**config.mk**
```make
export PLATFORM = sky130hd
export DESIGN_NAME = mem_state
export DESIGN_NICKNAME = d
export VERILOG_FILES = /design/src/rtl/mem_state.sv
export SDC_FILE = /design/constraint.sdc
export NUM_CORES = 1
export LEC_CHECK = 0
export CAP_MARGIN = 20
export CORE_ASPECT_RATIO = 1.75
export CORE_MARGIN = 2
export CORE_UTILIZATION = 35
export CTS_BUF_LIST = sky130_fd_sc_hd__clkbuf_4 sky130_fd_sc_hd__clkbuf_8 sky130_fd_sc_hd__clkbuf_16
export DETAILED_ROUTE_END_ITERATION = 6
export PLACE_DENSITY = 0.71
export SKIP_LAST_GASP = 1
export SLEW_MARGIN = 10
export SYNTH_ARGS = -nofsm -noshare
export SYNTH_HDL_FRONTEND = slang
export SYNTH_SLANG_ARGS = --single-unit
```
**constraint.sdc**
```tcl
create_clock -name clk -period 5.6 [get_ports clk]
set_input_delay 1.12 -clock clk [delete_from_list [all_inputs] [get_ports clk]]
set_output_delay 1.12 -clock clk [all_outputs]
set_load 0.03 [all_outputs]
```
**src/rtl/mem_state.sv**
```systemverilog
// Memory-access stage of the RV32 pipeline: holds one instruction from execute,
// performs its data-memory handshake, aligns load data and hands the result to write-back.
module mem_state (
   input  logic         clk,
   input  logic         rst,
   output logic         MEM_Allow_in,
   input  logic         EX_to_MEM_Valid,
   input  logic [106:0] EX_to_MEM_Bus,
   output logic [31:0]  Address,
   output logic         MemRead,
   output logic         MemWrite,
   output logic [31:0]  Write_data,
   output logic [3:0]   Write_strb,
   input  logic         Mem_Req_Ready,
   input  logic [31:0]  Read_data,
   input  logic         Read_data_Valid,
   output logic         Read_data_Ready,
   input  logic         WB_Allow_in,
   output logic         MEM_to_WB_Valid,
   output logic [69:0]  MEM_to_WB_Bus,
   output logic [38:0]  rdw_MEM_Bus,
   output logic         MEM_load_busy
);

   typedef enum logic [1:0] {IDLE, REQ, WAIT, DONE} state_t;

   state_t        state, state_nxt;
   logic [106:0]  bus_r;
   logic [31:0]   rdata_r;

   logic          is_load, is_store, wen, wen_out, capture, mem_valid;
   logic          in_is_mem;
   logic [2:0]    funct3;
   logic [31:0]   store_data, alu_result, pc, load_val, final_result;
   logic [4:0]    waddr;
   logic [1:0]    off;
   logic [7:0]    ld_byte;
   logic [15:0]   ld_half;
   logic [3:0]    strb;

   assign is_load    = bus_r[106];
   assign is_store   = bus_r[105];
   assign funct3     = bus_r[104:102];
   assign store_data = bus_r[101:70];
   assign wen        = bus_r[69];
   assign waddr      = bus_r[68:64];
   assign alu_result = bus_r[63:32];
   assign pc         = bus_r[31:0];
   assign off        = alu_result[1:0];
   assign in_is_mem  = EX_to_MEM_Bus[106] | EX_to_MEM_Bus[105];

   assign mem_valid    = (state != IDLE);
   assign MEM_Allow_in = (state == IDLE) | ((state == DONE) & WB_Allow_in);
   assign capture      = EX_to_MEM_Valid & MEM_Allow_in;

   always_ff @(posedge clk) begin
      if (!rst) state <= IDLE;
      else      state <= state_nxt;
   end

   // Data registers carry no reset: they are only observed once the state says they are valid.
   always_ff @(posedge clk) begin
      if (rst && capture) bus_r <= EX_to_MEM_Bus;
      if (rst && state == WAIT && Read_data_Valid) rdata_r <= Read_data;
   end

   always_comb begin
      state_nxt = state;
      case (state)
         IDLE: if (capture) state_nxt = in_is_mem ? REQ : DONE;
         REQ:  if (Mem_Req_Ready) state_nxt = is_load ? WAIT : DONE;
         WAIT: if (Read_data_Valid) state_nxt = DONE;
         DONE: begin
            if (WB_Allow_in) begin
               if (capture) state_nxt = in_is_mem ? REQ : DONE;
               else         state_nxt = IDLE;
            end
         end
         default: state_nxt = IDLE;
      endcase
   end

   always_comb begin
      strb       = 4'b1111;
      Write_data = store_data;
      case (funct3[1:0])
         2'b00: begin
            strb       = 4'b0001 << off;
            Write_data = {4{store_data[7:0]}};
         end
         2'b01: begin
            strb       = off[1] ? 4'b1100 : 4'b0011;
            Write_data = {2{store_data[15:0]}};
         end
         default: ;
      endcase
   end

   always_comb begin
      ld_byte = rdata_r[7:0];
      case (off)
         2'd1:    ld_byte = rdata_r[15:8];
         2'd2:    ld_byte = rdata_r[23:16];
         2'd3:    ld_byte = rdata_r[31:24];
         default: ;
      endcase
      ld_half  = off[1] ? rdata_r[31:16] : rdata_r[15:0];
      load_val = rdata_r;
      // funct3[2] distinguishes the unsigned variants (LBU/LHU).
      case (funct3[1:0])
         2'b00:   load_val = {{24{~funct3[2] & ld_byte[7]}}, ld_byte};
         2'b01:   load_val = {{16{~funct3[2] & ld_half[15]}}, ld_half};
         default: ;
      endcase
   end

   assign final_result = is_load ? load_val : alu_result;
   assign wen_out      = wen & ~is_store;

   assign Address         = {alu_result[31:2], 2'b00};
   assign MemRead         = (state == REQ) & is_load;
   assign MemWrite        = (state == REQ) & is_store;
   assign Write_strb      = ((state == REQ) & is_store) ? strb : 4'b0000;
   assign Read_data_Ready = (state == WAIT);
   assign MEM_to_WB_Valid = (state == DONE);
   assign MEM_to_WB_Bus   = {wen_out, waddr, final_result, pc};
   assign rdw_MEM_Bus     = {mem_valid, mem_valid & wen_out, waddr, final_result};
   assign MEM_load_busy   = is_load & ((state == REQ) | (state == WAIT));

endmodule

```
==> metrics.md, run 1 <==
| Metric | Value |
|---|---|
| Detailed Route WL | `19,200 um` |
| Number of global-route vias before repair | `4,936` |
| CTS buffer count | `17` |
| Hold Slack | `0.582 ns` |
| Final GP Congestion | `0.869` |
| Setup Fix Bufs, Post-CTS | `0` |
| First-pass GRT wire length | `27,700 um` |
| Final HPWL DP | `15,000 um` |
| GR Util met1 | `17.3%` |
| Slew @ Worst Pin | `0.863 ns` |
| Yosys Warn Count | `0` |
| CP Class | `reg2out` |
| Die height | `185 um` |
| Final Hold Viols | `0` |
| CP startpoint kind | `register` |
| WP data arrival | `3.37 ns` |
| Clk sinks | `141` |
| Reg2reg setup slack | `3.15 ns` |
| Die width | `108 um` |
| Slew HR | `42.5%` |
| PwrDens | `390 mW/mm2` |
| Status | `complete, no violations` |
| Post-route cell area | `0.00984 mm2` |
| Ys flop type | `edfxtp_1` |
| Layer with the highest usage | `met2` |
| #FFs+latches synth | `141` |
| DIE AREA | `0.0199 mm2` |
| Number of vias in the routed layout | `4,511` |
| First-pass detailed-route iteration total | `4` |
| Ports | `328` |
| Synthesized cell area | `0.00656 mm2` |
| FF-to-FF path depth | `6` |
| Top-area cell type share of the netlist area | `63.6%` |
| CP Max Fanout | `15` |
| Leading area contributor after synthesis | `edfxtp_1` |
| CTS root buf | `clkbuf_16` |
| Hold EP | `state[0]` |
| Antenna violations before repair | `1` |
| Period minus WS final | `4.49 ns` |
| Register area share after synthesis | `64.2%` |
| Leakage | `3.47 nW` |
| Hold Path Cell Cnt | `2` |
| Nets | `832` |
| Fin Setup TNS | `0 ns` |
| Per-cell routed wire length | `20.6 um` |
| Class of the worst hold path | `reg2reg` |
| Total grt overflow | `0` |
| DRC Markers | `0` |
| Worst Path Required | `4.48 ns` |
| DRT antenna net count | `0` |
| Syn avg cell area | `14.0 um2` |
| Area grow syn2layout | `50.0%` |
| Placed cell area | `0.00920 mm2` |
| Row cnt | `66` |
| Max cap viols | `0` |
| Maximum vdd drop | `0.000233 V` |
| Starting Density | `35.5%` |
| Hold_buf cts | `0` |
| Worst R2R Start | `state[0]` |
| Detail-routed via count per cell | `4.84` |
| Fin. max-slew vios | `0` |
| Port bufs | `325` |
| Max Fclk | `223 MHz` |
| Initial DRC Count | `189` |
| Ys async rst share | `0%` |
| Worst hold start | `state[0]` |
| Clk buf depth | `2` |
| Largest net degree at the start of global routing | `65` |
| Clock skew | `0.00468 ns` |
| Cts repair resizes | `0` |
| Cells after synthesis | `468` |
| Library cells used by synthesis | `46` |
| H-tree Lvls | `4` |
| Worst skew pair latency | `0.41 ns` |
| Number of flops mapped to enable cells by yosys | `139` |
| Top post-synthesis cells by area | `edfxtp_1 64%, buf_4 13%, mux2_1 2.9%, a221o_1 2.4%, mux2i_1 1.5%` |
| Crit. End Element | `output pin` |
| Clk pin slew, worst setup/hold paths | `0.06 ns` |
| Period utilization | `80.1%` |
| Gr usage total | `19.0%` |
| RSZ-0062 raised after global routing | `no` |
| Met3 Use GR | `7.32%` |
| Final Setup Violations | `0` |
| Reg2reg end | `bus_r[33]` |
| Core area | `0.0185 mm2` |
| Proportion of layout cells with a drive suffix above 1 | `6.63%` |
| Antenna Cells | `0` |
| CTS tree | `done` |
| GR Util met2 | `35.6%` |
## stage by stage
| step | cells | power, W | worst slack (ns) | util [%] |
|---|---|---|---|---|
| after floorplan | 469 | 0.00218 | 1.12 | - |
| after global placement | 901 | 0.00259 | 1.63 | 49.7 |
| after detailed placement | 901 | 0.00262 | 1.52 | 49.7 |
| after CTS | 932 | 0.00387 | 1.07 | 53.2 |
| after global routing | 932 | 0.00397 | 0.865 | 53.2 |
| final | 932 | 0.00383 | 1.11 | 53.2 |
## layer usage
metal  routed length [um]  vias up  share of wire, %
met1                 6070     2154                32
met4                  779        2               4.1
met5                   11        -             0.057
met3                 1770       39               9.2
li1                     -     2051                 -
met2                10600      265                55
## cells in the final DEF (no fill, tap or decap), drive strengths merged, types with 2 or more instances in the layout
cell type	n
bufinv	6
ha	5
and2	4
a32oi	2
dfxtp	2
nand2	16
nor2b	8
o21ai	15
conb	2
a31oi	6
clkdlybuf4s50	325
and3	2
a221o	16
a22oi	7
o2bb2ai	2
mux2i	10
nor3	2
nor2	13
mux2	17
inv	7
a21o	10
a21oi	17
clkbuf	17
o22ai	11
nand3b	2
nand2b	6
buf	5
edfxtp	139
clkinv	7
## critical path, cell delays in order, from the launching register on
cell	delay [ns]
edfxtp_1	0.70
buf_4	0.33
nand2b_1	0.30
a31oi_2	0.50
o22ai_1	0.14
a31oi_1	0.24
clkdlybuf4s50_1	0.74
## how the worst max path moves through the flow
stage                      startpoint                 to  slack, ns
after global placement      bus_r[33]  MEM_to_WB_Bus[42]       1.63
after detailed placement   bus_r[102]  MEM_to_WB_Bus[32]       1.52
after global routing        bus_r[33]  MEM_to_WB_Bus[42]       0.87
final                      bus_r[102]  MEM_to_WB_Bus[32]       1.11
after CTS                  bus_r[102]  MEM_to_WB_Bus[32]       1.07
after floorplan           WB_Allow_in           bus_r[0]       1.12
## cell families after synthesis
group           synth area share [%]
mux                             4.79
simple gates                    4.42
flops                           64.2
fa+ha+maj                      0.953
other cells                   0.0571
compound gates                  10.4
buf+inv                         15.1
## registers in the layout, indices dropped and copies added (netlist names)
register	count
bus_r	107
rdata_r	32
state	2
## where the power goes
part	switching, W	internal [W]
Combinational	0.000714	0.000503
Sequential	0.0000713	0.00130
Clock	0.000417	0.000826
Total	0.00120	0.00263
## area by class of cell
type | count | area (um2)
multi-input cells | 185 | 1370
clock buffers | 17 | 425
fillers | 1573 | 8650
flip-flops and latches | 141 | 4210
well taps | 238 | 298
inverters | 7 | 26.3
repair buffers | 330 | 3290
clock inverters | 14 | 224
## Yosys cell counts, types with 2 or more instances
| library cell | n |
|---|---|
| o22ai_1 | 11 |
| o21ai_1 | 14 |
| a32oi_1 | 2 |
| mux2i_1 | 10 |
| inv_1 | 4 |
| and3_1 | 2 |
| nor2b_1 | 8 |
| buf_1 | 3 |
| inv_2 | 3 |
| nand2b_1 | 6 |
| buf_2 | 7 |
| a22oi_1 | 7 |
| a31oi_1 | 5 |
| dfxtp_1 | 2 |
| buf_4 | 117 |
| a221o_1 | 16 |
| nand3b_1 | 2 |
| o2bb2ai_1 | 2 |
| edfxtp_1 | 139 |
| a21oi_1 | 16 |
| nor3_1 | 2 |
| nor2_1 | 12 |
| ha_1 | 5 |
| mux2_1 | 17 |
| and2_1 | 4 |
| clkbuf_1 | 8 |
| a21o_1 | 10 |
| nand2_1 | 16 |
(Power assumes the default switching activity.)
==> run 2: changes to the inputs <==
--- a/config.mk
+++ b/config.mk
@@ -11,7 +11,7 @@
 export CORE_UTILIZATION = 35
 export CTS_BUF_LIST = sky130_fd_sc_hd__clkbuf_4 sky130_fd_sc_hd__clkbuf_8 sky130_fd_sc_hd__clkbuf_16
 export DETAILED_ROUTE_END_ITERATION = 6
-export PLACE_DENSITY = 0.71
+export PLACE_DENSITY = 0.74
 export SKIP_LAST_GASP = 1
 export SLEW_MARGIN = 10
 export SYNTH_ARGS = -nofsm -noshare
==> constraint.sdc (replaced) <==
create_clock -name clk -period 3.65 [get_ports clk]
set_input_delay 0.73 -clock clk [delete_from_list [all_inputs] [get_ports clk]]
set_output_delay 0.73 -clock clk [all_outputs]
set_load 0.03 [all_outputs]
==> metrics.md, run 2 (same netlist as run 1, synthesis figures left out) <==
| Metric | Value |
|---|---|
| Status | `complete, no violations` |
| Combinational Power Share | `34.8%` |
| Proportion of layout cells with a drive suffix above 1 | `9.66%` |
| Clk pin slew, worst setup/hold paths | `0.06 ns` |
| CTS root buf | `clkbuf_16` |
| Nets | `841` |
| Cts repair resizes | `0` |
| Max cap viols | `0` |
| CTS tree | `done` |
| CP Max Fanout | `12` |
| Clk buf depth | `2` |
| Worst hold start | `state[1]` |
| Final Worst Setup Slack | `0.164 ns` |
| Final Setup Violations | `0` |
| Power share of the clock group | `27.5%` |
| Die width | `108 um` |
| Maximum vdd drop | `0.000342 V` |
| Port bufs | `325` |
| Row cnt | `66` |
| Reg with most FFs | `bus_r` |
| Worst R2R Start | `state[1]` |
| Reg2reg end | `bus_r[84]` |
| CP Class | `reg2out` |
| Worst Path Required | `2.92 ns` |
| Period minus WS final | `3.49 ns` |
| Fin Setup TNS | `0 ns` |
| Detail-routed via count per cell | `4.83` |
| Setup Fix Bufs, Post-CTS | `0` |
| Total grt overflow | `0` |
| Starting Density | `35.5%` |
| CP Launch Point | `bus_r[102]` |
| Net switching power | `0.00187 W` |
| Fin. max-slew vios | `0` |
| Clk sinks | `141` |
| Largest register FFs | `107` |
| CTS buffer count | `17` |
| Class of the worst hold path | `reg2reg` |
| Most frequent cells in the layout | `314 x clkdlybuf4s50_1, 139 x edfxtp_1, 19 x buf_4` |
| Ports | `328` |
| Most common cell after layout, fill and taps aside | `clkdlybuf4s50_1` |
| Gr usage total | `18.8%` |
| Slew @ Worst Pin | `0.765 ns` |
| Setup crit end | `rdw_MEM_Bus[5]` |
| Leakage | `3.48 nW` |
| Reg2reg setup slack | `1.64 ns` |
| Period utilization | `95.5%` |
| Pre-CTS setup slack | `0.533 ns` |
| Per-cell routed wire length | `20.2 um` |
| Flop pwr share | `37.7%` |
| Final HPWL DP | `15,400 um` |
| FF-to-FF path depth | `6` |
| First-pass detailed-route iteration total | `4` |
| First-pass GRT wire length | `27,500 um` |
| DIE AREA | `0.0199 mm2` |
| RSZ-0062 raised after global routing | `no` |
| Final Hold Viols | `0` |
| Area grow syn2layout | `50.1%` |
| Filler cell count | `1,552` |
| H-tree Lvls | `4` |
| Clock skew | `0.00688 ns` |
| Switch share | `33.8%` |
| WP data arrival | `2.76 ns` |
| DRC Markers | `0` |
| Max Fclk | `287 MHz` |
| Initial DRC Count | `183` |
| Hold_buf cts | `0` |
| DRT antenna net count | `0` |
| Crit. End Element | `output pin` |
| Die height | `185 um` |
| Number of vias in the routed layout | `4,555` |
| Antenna violations before repair | `5` |
| Core area | `0.0185 mm2` |
| Worst skew pair latency | `0.41 ns` |
| Number of global-route vias before repair | `4,887` |
| Biggest regs | `bus_r: 107 flops, rdata_r: 32 flops, state: 2 flops` |
| Final GP Congestion | `0.852` |
| PwrDens | `562 mW/mm2` |
| Slew HR | `49.0%` |
| Detailed Route WL | `19,100 um` |
| Internal power | `0.00366 W` |
| CP startpoint kind | `register` |
| Largest net degree at the start of global routing | `46` |
-- run 2: cell count changes in the layout (fill, tap and decap cells not counted), sizes merged --
cell	delta
diode	+2
clkdlybuf4s50	-11
buf	+20
clkinv	+2
bufinv	-6
clkinvlp	+4
inv	+1
-- run 2: power by group through the flow --
stage / combinational [W] / sequential (W) / clock (W)
after floorplan: 0.00124 / 0.00209 / 0
after global placement: 0.00190 / 0.00212 / 0
after global routing: 0.00202 / 0.00211 / 0.00162
after detailed placement: 0.00193 / 0.00212 / 0
final: 0.00192 / 0.00209 / 0.00152
after CTS: 0.00194 / 0.00209 / 0.00156
-- run 2: critical path, stage by stage (launching register included) --
cell and delay (ns):
edfxtp_1 0.42, buf_4 0.22, nand2b_1 0.20, buf_4 0.20, nand2_1 0.19, o22ai_1 0.12, a21oi_1 0.24, clkdlybuf4s50_1 0.75
-- run 2: final cells by class --
class	instances	area (um2)	share of cell area, %
flip-flops and latches	141	4210	42.8
clock inverters	15	101	1.03
repair buffers	339	3410	34.6
diodes	2	5.00	0.0508
well taps	238	298	3.02
multi-input cells	185	1380	14.0
inverters	7	26.3	0.267
clock buffers	17	425	4.32
-- run 2: per-stage QoR --
step	total power (W)	instance area [um2]	hold WS, ns	util (%)	std cells
2_1_floorplan	0.00333	6570	0.523	-	469
3_3_place_gp	0.00402	9310	0.541	50.3	910
3_5_place_dp	0.00405	9310	0.563	50.3	910
4_1_cts	0.00558	9840	0.574	53.2	942
5_1_grt	0.00575	9850	0.612	53.2	943
6_report	0.00553	9850	0.569	53.3	944
-- run 2: routing by layer --
layer	vias to the layer above	share of wire, %	GRT usage [%]
li1	2081	-	-
met1	2177	30	16.6
met2	262	57	36.8
met3	29	9.4	7.11
met4	6	2.6	7.74
met5	-	0.22	0
-- run 2: worst min path at each step --
stage                     endpoint  depth (start not counted)
after global routing      state[0]                          2
after CTS                 state[0]                          2
after floorplan           state[1]                          2
after detailed placement  state[0]                          2
final                     state[1]                          2
after global placement    state[0]                          2
